==> src/rtl/inst_mem_loader_pkg.sv <==
// inst_mem_loader_pkg
//   Shared definitions for the boot-time instruction loader: FSM state
//   encoding, word/byte geometry and a small state-decode helper.
package inst_mem_loader_pkg;

  // Instruction words are always assembled from four stream bytes.
  localparam int unsigned BYTES_PER_WORD = 32 / 8;
  localparam int unsigned IDX_W          = $clog2(BYTES_PER_WORD);

  typedef logic [2:0] state_t;

  localparam state_t S_IDLE  = 3'd0;
  localparam state_t S_LEN0  = 3'd1;
  localparam state_t S_LEN1  = 3'd2;
  localparam state_t S_DATA  = 3'd3;
  localparam state_t S_WRITE = 3'd4;
  localparam state_t S_CHK   = 3'd5;
  localparam state_t S_DONE  = 3'd6;
  localparam state_t S_ERR   = 3'd7;

  // States in which the loader consumes stream bytes.
  function automatic logic is_stream_state(input state_t s);
    return (s == S_LEN0) || (s == S_LEN1) || (s == S_DATA) || (s == S_CHK);
  endfunction

  // States in which a new load may be started.
  function automatic logic is_start_state(input state_t s);
    return (s == S_IDLE) || (s == S_DONE) || (s == S_ERR);
  endfunction

endpackage

==> src/rtl/inst_mem_loader_packer.sv <==
// byte_to_word_packer
//   Assembles stream bytes LSB-first into an instruction word and keeps a
//   running XOR checksum of every byte it is given.
//   clk, rst      : clock, asynchronous active-high reset
//   clear         : zero byte index, partial word and checksum
//   byte_en       : in_byte is consumed this cycle
//   in_byte       : data byte
//   word_next     : word as it will be once in_byte is shifted in
//   word_ready    : this byte completes a word (combinational pulse)
//   checksum      : XOR of all bytes consumed since the last clear
module byte_to_word_packer
  import inst_mem_loader_pkg::*;
#(
  parameter int unsigned WORD_WIDTH = 32
) (
  input  logic                  clk,
  input  logic                  rst,
  input  logic                  clear,
  input  logic                  byte_en,
  input  logic [7:0]            in_byte,
  output logic [WORD_WIDTH-1:0] word_next,
  output logic                  word_ready,
  output logic [7:0]            checksum
);

  logic [WORD_WIDTH-1:0] shift_q;
  logic [IDX_W-1:0]      idx_q;

  // Bytes enter at the top and move down, so after a full word the first
  // byte has landed in bits [7:0].
  assign word_next  = {in_byte, shift_q[WORD_WIDTH-1:8]};
  assign word_ready = byte_en && (idx_q == IDX_W'(BYTES_PER_WORD - 1));

  always_ff @(posedge clk or posedge rst) begin
    if (rst) begin
      shift_q  <= '0;
      idx_q    <= '0;
      checksum <= '0;
    end else if (clear) begin
      shift_q  <= '0;
      idx_q    <= '0;
      checksum <= '0;
    end else if (byte_en) begin
      shift_q  <= word_next;
      checksum <= checksum ^ in_byte;
      idx_q    <= word_ready ? '0 : idx_q + IDX_W'(1);
    end
  end

endmodule

==> src/rtl/inst_mem_loader.sv <==
// inst_mem_loader
//   Boot-time DMA engine feeding the instruction memory write port from a
//   byte stream: 16-bit LE word count, LE instruction words, XOR checksum.
//   cpu_clk, cpu_rst       : clock, asynchronous active-high reset
//   load_start             : begin a load (IDLE/DONE/ERR only)
//   s_byte/s_valid/s_ready : byte stream handshake
//   dma_inst_mem_waddr     : word address of the write
//   dma_inst_mem_wdata     : assembled instruction word
//   inst_mem_write         : one-cycle write strobe per word
//   cpu_hold               : stall the CPU while loading / after a failure
//   load_done, load_err    : sticky outcome of the last load
//   words_written          : words written by the current/last load
module inst_mem_loader
  import inst_mem_loader_pkg::*;
#(
  parameter int unsigned INST_WIDTH      = 32,
  parameter int unsigned INST_ADDR_WIDTH = 32,
  parameter int unsigned NUM_WORDS       = 128,
  parameter bit          BOOT_HOLD       = 1'b0
) (
  input  logic                       cpu_clk,
  input  logic                       cpu_rst,
  input  logic                       load_start,
  input  logic [7:0]                 s_byte,
  input  logic                       s_valid,
  output logic                       s_ready,
  output logic [INST_ADDR_WIDTH-1:0] dma_inst_mem_waddr,
  output logic [INST_WIDTH-1:0]      dma_inst_mem_wdata,
  output logic                       inst_mem_write,
  output logic                       cpu_hold,
  output logic                       load_done,
  output logic                       load_err,
  output logic [15:0]                words_written
);

  state_t                state_q, state_d;
  logic [15:0]           len_q;
  logic [15:0]           len_hdr;
  logic                  accept;
  logic                  start_go;
  logic                  len_too_big;
  logic                  byte_en;
  logic                  word_ready;
  logic [INST_WIDTH-1:0] word_next;
  logic [7:0]            checksum;
  logic                  chk_match;

  // s_ready is a registered decode of the state, so it always agrees with
  // state_q and the handshake needs no extra qualification.
  assign accept      = s_valid && s_ready;
  assign start_go    = load_start && is_start_state(state_q);
  assign len_hdr     = {s_byte, len_q[7:0]};
  assign len_too_big = {1'b0, len_hdr} > 17'(NUM_WORDS);
  assign byte_en     = accept && (state_q == S_DATA);
  assign chk_match   = (s_byte == checksum);

  byte_to_word_packer #(
    .WORD_WIDTH (INST_WIDTH)
  ) u_packer (
    .clk        (cpu_clk),
    .rst        (cpu_rst),
    .clear      (start_go),
    .byte_en    (byte_en),
    .in_byte    (s_byte),
    .word_next  (word_next),
    .word_ready (word_ready),
    .checksum   (checksum)
  );

  always_comb begin
    state_d = state_q;
    case (state_q)
      S_IDLE, S_DONE, S_ERR:
        if (load_start) state_d = S_LEN0;
      S_LEN0:
        if (accept) state_d = S_LEN1;
      S_LEN1:
        if (accept) begin
          if (len_too_big)           state_d = S_ERR;
          else if (len_hdr == 16'd0) state_d = S_CHK;
          else                       state_d = S_DATA;
        end
      S_DATA:
        if (word_ready) state_d = S_WRITE;
      S_WRITE:
        state_d = ((words_written + 16'd1) == len_q) ? S_CHK : S_DATA;
      S_CHK:
        if (accept) state_d = chk_match ? S_DONE : S_ERR;
      default:
        state_d = S_IDLE;
    endcase
  end

  // Outputs are loaded from the next-state decode so that each one is a
  // plain flop yet lines up with the state it belongs to.
  always_ff @(posedge cpu_clk or posedge cpu_rst) begin
    if (cpu_rst) begin
      state_q            <= S_IDLE;
      s_ready            <= 1'b0;
      inst_mem_write     <= 1'b0;
      dma_inst_mem_waddr <= '0;
      dma_inst_mem_wdata <= '0;
      cpu_hold           <= BOOT_HOLD;
      load_done          <= 1'b0;
      load_err           <= 1'b0;
      words_written      <= '0;
      len_q              <= '0;
    end else begin
      state_q        <= state_d;
      s_ready        <= is_stream_state(state_d);
      inst_mem_write <= (state_d == S_WRITE);

      if (start_go) begin
        cpu_hold      <= 1'b1;
        load_done     <= 1'b0;
        load_err      <= 1'b0;
        words_written <= '0;
      end

      if (accept && (state_q == S_LEN0)) len_q[7:0] <= s_byte;

      if (accept && (state_q == S_LEN1)) begin
        len_q[15:8] <= s_byte;
        if (len_too_big) load_err <= 1'b1;
      end

      if (word_ready) begin
        dma_inst_mem_waddr <= INST_ADDR_WIDTH'(words_written);
        dma_inst_mem_wdata <= word_next;
      end

      if (state_q == S_WRITE) words_written <= words_written + 16'd1;

      if (accept && (state_q == S_CHK)) begin
        if (chk_match) begin
          load_done <= 1'b1;
          cpu_hold  <= 1'b0;
        end else begin
          load_err  <= 1'b1;
        end
      end
    end
  end

endmodule

==> config.mk <==
export PLATFORM = sky130hd
export DESIGN_NAME = inst_mem_loader
export DESIGN_NICKNAME = d
export VERILOG_FILES = /design/src/rtl/inst_mem_loader_pkg.sv /design/src/rtl/inst_mem_loader_packer.sv /design/src/rtl/inst_mem_loader.sv
export SDC_FILE = /design/constraint.sdc
export NUM_CORES = 1
export LEC_CHECK = 0
export ABC_CLOCK_PERIOD_IN_PS = 3700
export CAP_MARGIN = 20
export CORE_ASPECT_RATIO = 0.75
export CORE_MARGIN = 1
export CORE_UTILIZATION = 43
export CTS_CLUSTER_DIAMETER = 40
export DETAILED_ROUTE_END_ITERATION = 6
export PLACE_DENSITY = 0.66
export SETUP_SLACK_MARGIN = 0.3
export SKIP_CTS_REPAIR_TIMING = 1
export SYNTH_ARGS = -nofsm -noshare
export SYNTH_HDL_FRONTEND = slang
export SYNTH_HIERARCHICAL = 1
export SYNTH_SLANG_ARGS = --single-unit
export TNS_END_PERCENT = 50
==> constraint.sdc <==
create_clock -name cpu_clk -period 3.7 [get_ports cpu_clk]
set_input_delay 0.37 -clock cpu_clk [delete_from_list [all_inputs] [get_ports cpu_clk]]
set_output_delay 0.37 -clock cpu_clk [all_outputs]
set_load 0.05 [all_outputs]
=== After elaboration in Yosys (flattened, before gate mapping) ===
Cells that the tools add are included.

* $add $sub $neg: 2
* $lt $le $gt $ge: 1
* Eq/ne operators: 15
* Muxes and demuxes: 30
* Bitwise logic cells: 1
* Reductions and logical operators: 17

{| class="wikitable"
|+ Operators with widths
! kind !! count
|-
| $mux 32 || 2
|-
| $mux 16 || 2
|-
| $mux 3 || 8
|-
| $eq 3x3->1 const B || 6
|-
| $pmux 3 s6 || 1
|-
| $add 16x1->16 const B || 1
|-
| $eq 16x16->1 || 1
|-
| $gt 16x8->1 const B || 1
|-
| $logic_not 16->1 || 1
|-
| $mux 8 || 2
|-
| $eq 3x2->1 const B || 4
|-
| $mux 1 || 12
|-
| $eq 8x8->1 || 1
|-
| $xor 8x8->8 || 1
|-
| $logic_and 1x1->1 || 7
|-
| $eq 3x1->1 const B || 2
|-
| $mux 2 || 3
|-
| $logic_or 1x1->1 || 5
|-
| $reduce_bool 2->1 || 2
|-
| $logic_not 3->1 || 1
|-
| $reduce_or 3->1 || 1
|-
| $add 2x1->2 const B || 1
|-
| $eq 2x2->1 const B || 1
|}

* Bits in registers: 130
* Input port bits: 12
* Output and inout bits: 85
* Word-level logic and storage cells: 80

=== Logic depth before layout (Yosys ltp) ===
Gate-level depths: netlist of the first run.

* Depth in word-level cells: 9
* Mapped depth: 13
* Depth with buffers taken out: 9

=== Cells and area by module ===
Netlist of the first run, hierarchy kept.

{| class="wikitable"
|+ Modules (own cells, without submodules)
! module !! instances !! cells each !! area an instance (um^2)
|-
| inst_mem_loader || 1 || 394 || 4380.5
|-
| byte_to_word_packer || 1 || 130 || 1579.0
|}

=== Worst setup path before layout of the first run ===
Ideal clock, no wire load.

* Path kind: reg-to-reg
* Start point: reg s_ready
* End point: reg dma_inst_mem_wdata[0]
* Library setup time: 125 ps
* Data arrival time: 2708 ps
* Slack: 868 ps
* Cell stages (with the launch flop): 10
* Buffers on the path: 5
* Path through: dfrtp_1 -> and2_0 -> and3_1 -> buf_6 -> clkbuf_8 -> and2_1 -> clkbuf_1 -> buf_1 -> buf_1 -> mux2_2

* Cells in the longest elaborated chain, start to end: 3

{| class="wikitable"
|+ RTL lines
! item !! RTL line !! text
|-
| from (decl) || inst_mem_loader.sv:26 || <nowiki>output logic s_ready,</nowiki>
|-
| from (signal assigned) || inst_mem_loader.sv:110 || <nowiki>s_ready <= is_stream_state(state_d);</nowiki>
|-
| $logic_and 1x1->1 || inst_mem_loader.sv:50 || <nowiki>assign accept = s_valid && s_ready;</nowiki>
|-
| $logic_and 1x1->1 || inst_mem_loader.sv:54 || <nowiki>assign byte_en = accept && (state_q == S_DATA);</nowiki>
|-
| net byte_en || inst_mem_loader.sv:42 || <nowiki>logic byte_en;</nowiki>
|-
| $logic_and 1x1->1 || inst_mem_loader_packer.sv:32 || <nowiki>assign word_ready = byte_en && (idx_q == IDX_W'(BYTES_PER_WORD - 1));</nowiki>
|-
| net word_ready || inst_mem_loader.sv:43 || <nowiki>logic word_ready;</nowiki>
|-
| to (signal assigned) || inst_mem_loader.sv:129 || <nowiki>dma_inst_mem_wdata <= word_next;</nowiki>
|-
| to (decl) || inst_mem_loader.sv:28 || <nowiki>output logic [INST_WIDTH-1:0] dma_inst_mem_wdata,</nowiki>
|}

The timed path passes the listed nets, and every way through them passes these cells.
A chain may end at the register's enable or synchronous reset.

=== Final worst setup path of the first run ===
* Start point: reg state_q[1]
* End point: reg s_ready

* Cells in the longest elaborated chain, start to end: 9
* Elaborated cells between the ends (all ways): 24

{| class="wikitable"
|+ RTL lines
! item !! RTL line !! text
|-
| from (decl) || inst_mem_loader.sv:36 || <nowiki>state_t state_q, state_d;</nowiki>
|-
| from (signal assigned) || inst_mem_loader.sv:109 || <nowiki>state_q <= state_d;</nowiki>
|-
| $eq 3x2->1 (*) || inst_mem_loader.sv:54 ||
|-
| $logic_and 1x1->1 (*) || inst_mem_loader.sv:54 ||
|-
| net byte_en || inst_mem_loader.sv:42 ||
|-
| $logic_and 1x1->1 (*) || inst_mem_loader_packer.sv:32 ||
|-
| net word_ready || inst_mem_loader.sv:43 ||
|-
| $mux 3 (*) || inst_mem_loader.sv:84 || <nowiki>if (word_ready) state_d = S_WRITE;</nowiki>
|-
| $pmux 3 s6 (*) || inst_mem_loader.sv:72 || <nowiki>case (state_q)</nowiki>
|-
| net state_d[0] || inst_mem_loader.sv:36 ||
|-
| $eq 3x1->1 / $eq 3x2->1 (equally long branches) || inst_mem_loader_pkg.sv:23 || <nowiki>return (s == S_LEN0) || (s == S_LEN1) || (s == S_DATA) || (s == S_CHK);</nowiki>
|-
| $logic_or 1x1->1 (2 in a row) || inst_mem_loader_pkg.sv:23 ||
|-
| $logic_or 1x1->1 (*) || inst_mem_loader_pkg.sv:23 ||
|}

The timed path passes the listed nets; every way through them passes the cells marked *.

==> flow_summary.json, run 1 <==
{
  "finalWirelength_um": 13000,
  "post-route-period-util_pct": 66.1,
  "finalSetupTns_ns": 0,
  "yosys-top-cells-area": "dfrtp_1, mux2_2, mux2i_1",
  "fin_nets": 604,
  "drv_slew": 0,
  "drt_iter0_drc": 292,
  "design_area_um2": 7360,
  "antenna_cells": 0,
  "ys_types": 56,
  "internal_power_mw": 3.95,
  "final_common_cell": "dfrtp_1",
  "crit_start": "state_q[1]",
  "clock_skew_ns": 0.00844,
  "synth_ff_type": "dfrtp_1",
  "cts.clk_slew.worst_paths_ns": 0.05,
  "die_area_um2": 14300,
  "synth_top_cell_area_share_pct": 51.2,
  "antenna_found_initial": 0,
  "rsz0062_at_grt": "no",
  "cp_max_fo": 17,
  "path_buf_inv": 2,
  "final_layout_size_suffix_gt1_share_pct": 21.1,
  "area_delta_synth_final_pct": 23.5,
  "finalHoldViolCount": 0,
  "io_pins": 97,
  "cpPeakStageDelay_ns": 0.50,
  "setup_viol": 0,
  "p_sw_mw": 2.51,
  "cp_top_family": "simple AND/OR/NAND/NOR gates",
  "synth-seq-cells": 122,
  "fin_hold_ws_ns": 0.358,
  "gr-total-overflow": 0,
  "fmax_mhz": 409,
  "synth_cells": 524,
  "syn_area_per_cell_um2": 11.4,
  "worst_slack_ns": 1.26,
  "pre_cts_ws_ns": 0.972,
  "cts_tree": "built",
  "async_flop_share_pct": 100,
  "drc_errors": 0,
  "die_w_um": 138,
  "vias": 4181,
  "power.share.switching_pct": 38.9,
  "wire_per_inst_um": 16.8,
  "yosys.area.top_type": "dfrtp_1",
  "reg2reg_from": "state_q[1]",
  "cts_buffers": 17,
  "peakVddDrop_mv": 0.585,
  "port_buffers": 80,
  "dr.pass1.iters": 4,
  "sequentialPowerShare_pct": 34.4,
  "hold_path.class": "input port to async pin",
  "drv_cap": 0,
  "final_util_pct": 55.6,
  "comb_power_share_pct": 39.5,
  "powerDensity_nw_per_um2": 879,
  "grt_pass1_vias": 4136,
  "clkPwrFrac_pct": 26.1,
  "gp_congestion": 0.863,
  "grt_max_degree": 43,
  "yosys_warnings": 6,
  "grt_pass1_wl_um": 21700,
  "fin_crit_ns": 2.44,
  "cp-end-kind": "register",
  "chipHeight_um": 104,
  "synth_edf_count": 0,
  "start_kind": "register",
  "core_um2": 13200,
  "worstPathRequired_ns": 3.99,
  "netlist_area_um2": 5960,
  "initial_core_util_pct": 45.0,
  "place_hpwl_um": 8710,
  "place_area_um2": 6740,
  "antenna_left": 0,
  "leakagePower_nw": 3.18,
  "clockRootBuffer": "clkbuf_16",
  "status": "complete, no violations",
  "rows": 36,
  "worst_pin_slew_ns": 0.894,
  "path_class": "register to register",
  "critical_path.cell_chain": "inv_1 -> nor2_1 -> and3_2 -> and2_2 -> inv_1 -> o21ai_0 -> a21oi_1 -> a21o_1 -> mux2_2",
  "slew_headroom_pct": 40.3,
  "critPathArrivalTime_ns": 2.73,
  "crit_path_frequent_cell": "inv_1",
  "grtUsageTotal_pct": 19.7,
  "htreeDepth": 4,
  "synth.yosys.seq_area_share_pct": 51.2,
  "clk_latency_ns": 0.41,
  "clk_path_buf_depth": 2,
  "final_cell_mix": "dfrtp_1, clkdlybuf4s50_1, mux2_2",
  "vias_per_cell": 5.40,
  "cts.sinks": 122,
  "critPathSlowestCell": "dfrtp_1"
}
## synthesized netlist by cell type (6+ instances only)
| master | instances |
|---|---|
| o21ai_0 | 33 |
| buf_4 | 25 |
| buf_2 | 11 |
| nand3b_1 | 9 |
| inv_1 | 8 |
| nand3_1 | 8 |
| xor2_1 | 8 |
| nand2_1 | 22 |
| mux2i_1 | 25 |
| a21bo_1 | 6 |
| clkbuf_1 | 9 |
| dfrtp_1 | 122 |
| xnor2_1 | 20 |
| mux2_2 | 65 |
| a21oi_1 | 15 |
| nand4_1 | 6 |
| a31oi_1 | 6 |
| nor2_1 | 43 |
| and3_1 | 6 |
## kinds of logic (layout without fill, tap and decap cells)
kind of cell,count (synthesis),in the layout,synth area share [%]
AND/OR/NAND/NOR,129,129,11.4
flip-flops,122,122,51.2
multiplexers,90,90,16.5
AO/OA/AOI/OAI,88,88,9.57
buffers and inverters,64,128,6.72
XOR/XNOR,28,28,4.12
adder cells (fa/ha/maj),2,2,0.420
other,1,16,0.0629
## sequential cells by signal, summed over array words and instances (netlist names)
| signal | cells |
|---|---|
| dma_inst_mem_waddr | 16 |
| len_q | 16 |
| state_q | 3 |
| words_written | 16 |
| inst_mem_write | 1 |
| dma_inst_mem_wdata | 32 |
| load_done | 1 |
| u_packer/shift_q | 24 |
| load_err | 1 |
| u_packer/idx_q | 2 |
| cpu_hold | 1 |
| s_ready | 1 |
| u_packer/checksum | 8 |
## path summary, 6_finish.rpt
check	endpoint	slack, ns	depth (start not counted)
setup / recovery	s_ready	1.26	9
hold / removal	dma_inst_mem_wdata[5]	0.36	2
min in group cpu_clk	load_done	0.48	1
hold reg to reg	load_done	0.48	1
max in group asynchronous	u_packer/shift_q[25]	2.47	3
setup reg to reg	s_ready	1.26	9
## per-layer routing
layer	part of all wire, %	track usage, %	routed length [um]	up-vias
li1	-	-	-	1957
met1	48	28.3	6190	2083
met2	46	28.4	6020	125
met3	4.6	4.63	595	16
met4	1.4	8.00	184	0
met5	0	0	0	-
## power by group through the flow
stage / clock (mW) / sequential, mW / combinational [mW]
after floorplan: 0 / 2.86 / 1.21
after global placement: 0 / 2.22 / 2.49
after detailed placement: 0 / 2.24 / 2.55
after CTS: 1.72 / 2.22 / 2.57
after global routing: 1.79 / 2.29 / 2.72
final: 1.69 / 2.22 / 2.55
## final cells by class
cell class | count | area, um2
Clock buffer | 20 | 467
Inverter | 8 | 31.3
Timing Repair Buffer | 88 | 873
Sequential cell | 122 | 3050
Multi-Input combinational cell | 353 | 2570
Tap cell | 171 | 214
Fill cell | 1122 | 5890
Clock inverter | 12 | 146
## per-stage QoR
stage               total power, mW  instances
floorplan                      4.07        539
global placement               4.71        742
detailed placement             4.79        742
CTS                            6.51        774
global route                   6.81        774
finish                         6.47        774
Power figures use the tool's default switching activity.
==> inputs of run 2 (changes only) <==
--- a/config.mk
+++ b/config.mk
@@ -5,7 +5,7 @@
 export SDC_FILE = /design/constraint.sdc
 export NUM_CORES = 1
 export LEC_CHECK = 0
-export ABC_CLOCK_PERIOD_IN_PS = 3700
+export ABC_CLOCK_PERIOD_IN_PS = 2500
 export CAP_MARGIN = 20
 export CORE_ASPECT_RATIO = 0.75
 export CORE_MARGIN = 1
==> constraint.sdc (replaced) <==
create_clock -name cpu_clk -period 2.5 [get_ports cpu_clk]
set_input_delay 0.25 -clock cpu_clk [delete_from_list [all_inputs] [get_ports cpu_clk]]
set_output_delay 0.25 -clock cpu_clk [all_outputs]
set_load 0.05 [all_outputs]
==> run 2 against run 1 <==
Effect of this change:
- combinational power increased by 53%
- die area is the same
- global-route usage up 0.91 points
- hold slack lost 0.11 ns
- total power increased by 55%
- largest cell class unchanged
==> flow_summary.json, run 2 (same netlist as run 1, synthesis figures left out) <==
{
  "final_layout_size_suffix_gt1_share_pct": 26.1,
  "top_register": "dma_inst_mem_wdata",
  "io_pins": 97,
  "fmax_mhz": 478,
  "cpPeakStageDelay_ns": 0.46,
  "nFillCells": 1084,
  "top_usage_layer": "met2",
  "worst_pin_slew_ns": 0.703,
  "cts.sinks": 122,
  "largest_reg_flops": 32,
  "clock_skew_ns": 0.00828,
  "chipHeight_um": 104,
  "antenna_left": 0,
  "clk_latency_ns": 0.41,
  "critical_path.cell_chain": "nand3_2 -> or3_4 -> a2111oi_2 -> o22ai_1 -> nor4_4 -> o21ai_1",
  "setup_viol": 0,
  "reg2reg_from": "words_written[2]",
  "area_delta_synth_final_pct": 28.4,
  "fin_nets": 625,
  "critPathArrivalTime_ns": 2.36,
  "initial_core_util_pct": 45.0,
  "critPathSlowestCell": "dfrtp_2",
  "p_total_mw": 10.0,
  "place_area_um2": 6900,
  "gp_congestion": 0.891,
  "path_class": "register to register",
  "cp_max_fo": 11,
  "slew_headroom_pct": 52.9,
  "vias": 4328,
  "grt_max_degree": 43,
  "drt_iter0_drc": 337,
  "cp_top_family": "simple AND/OR/NAND/NOR gates",
  "regArea_um2": 3060,
  "worstPathRequired_ns": 2.77,
  "grt_pass1_wl_um": 22400,
  "antenna_cells": 0,
  "fin_crit_ns": 2.09,
  "cts_tree": "built",
  "clockRootBuffer": "clkbuf_16",
  "status": "complete, no violations",
  "cts.clk_slew.worst_paths_ns": 0.05,
  "multi_input_area_um2": 2630,
  "peakVddDrop_mv": 0.722,
  "leakagePower_nw": 3.33,
  "finalSetupTns_ns": 0,
  "finalHoldViolCount": 0,
  "reg_top3": "dma_inst_mem_wdata x32, u_packer/shift_q x24",
  "crit_start": "words_written[2]",
  "dr.pass1.iters": 5,
  "cts_buffers": 17,
  "start_kind": "register",
  "clk_path_buf_depth": 2,
  "grtUsageMet3_pct": 5.80,
  "place_hpwl_um": 9340,
  "die_area_um2": 14300,
  "final_cell_mix": "dfrtp_1, clkdlybuf4s50_1, mux2_2",
  "hold_path.class": "input port to async pin",
  "post-route-period-util_pct": 83.6,
  "drc_errors": 0,
  "drv_slew": 0,
  "rsz0062_at_grt": "yes",
  "htreeDepth": 4,
  "final_common_cell": "dfrtp_1",
  "vias_per_cell": 5.44,
  "path_buf_inv": 0,
  "powerDensity_nw_per_um2": 1310,
  "gr-total-overflow": 0,
  "core_um2": 13200,
  "drv_cap": 0,
  "die_w_um": 138,
  "wire_per_inst_um": 17.2,
  "antenna_found_initial": 0,
  "met1_usage_pct": 28.6,
  "finalWirelength_um": 13700,
  "grt_pass1_vias": 4275,
  "port_buffers": 80,
  "grtUsageMet2_pct": 30.5,
  "design_area_um2": 7650,
  "rows": 36,
  "cp-end-kind": "register",
  "grtUsageTotal_pct": 20.6
}
-- run 2: cell types whose count changed in the layout (fill, tap and decap cells not counted), sizes merged --
| cell | previous run | this run |
|---|---|---|
| clkinv | 7 | 4 |
| clkinvlp | 3 | 2 |
| clkbuf | 20 | 21 |
| buf | 8 | 29 |
| bufinv | 3 | 6 |
-- run 2: layout make-up --
type / count / share of cell area [%]
inverter: 8 / 0.441
multi-input combinational: 353 / 34.3
timing repair buffer: 109 / 13.5
clock inverter: 11 / 2.81
tap: 171 / 2.80
sequential: 122 / 40.0
clock buffer: 21 / 6.15
-- run 2: metal layers --
metal | part of all wire (%) | wire (um)
met5 | 0 | 0
met4 | 1.4 | 193
met3 | 6.0 | 817
met2 | 47 | 6380
met1 | 46 | 6280
-- run 2: per-stage QoR --
stage / cells / utilization, % / hold WS [ns] / setup WS [ns]
after global routing: 795 / 57.8 / 0.291 / 0.287
after detailed placement: 762 / 52.1 / 0.483 / 0.0831
after global placement: 762 / 52.1 / 0.469 / 0.0639
after CTS: 794 / 57.3 / 0.262 / 0.167
final: 795 / 57.8 / 0.251 / 0.409
after floorplan: 539 / - / 0.392 / 0.108
-- run 2: report_power, final --
group | internal [mW] | total, mW | leakage [nW] | switching (mW)
registers | 2.70 | 3.30 | 1.60 | 0.603
logic | 1.58 | 3.89 | 1.39 | 2.31
clock network | 1.95 | 2.81 | 0.333 | 0.864
-- run 2: final timing paths --
path / slack [ns] / to / cells after the start
hold / removal: 0.25 / dma_inst_mem_wdata[0] / 2
max in group asynchronous: 1.52 / dma_inst_mem_waddr[3] / 3
setup / recovery: 0.41 / state_q[1] / 6
hold reg to reg: 0.49 / load_done / 1
setup reg to reg: 0.41 / state_q[1] / 6
min in group cpu_clk: 0.49 / load_done / 1
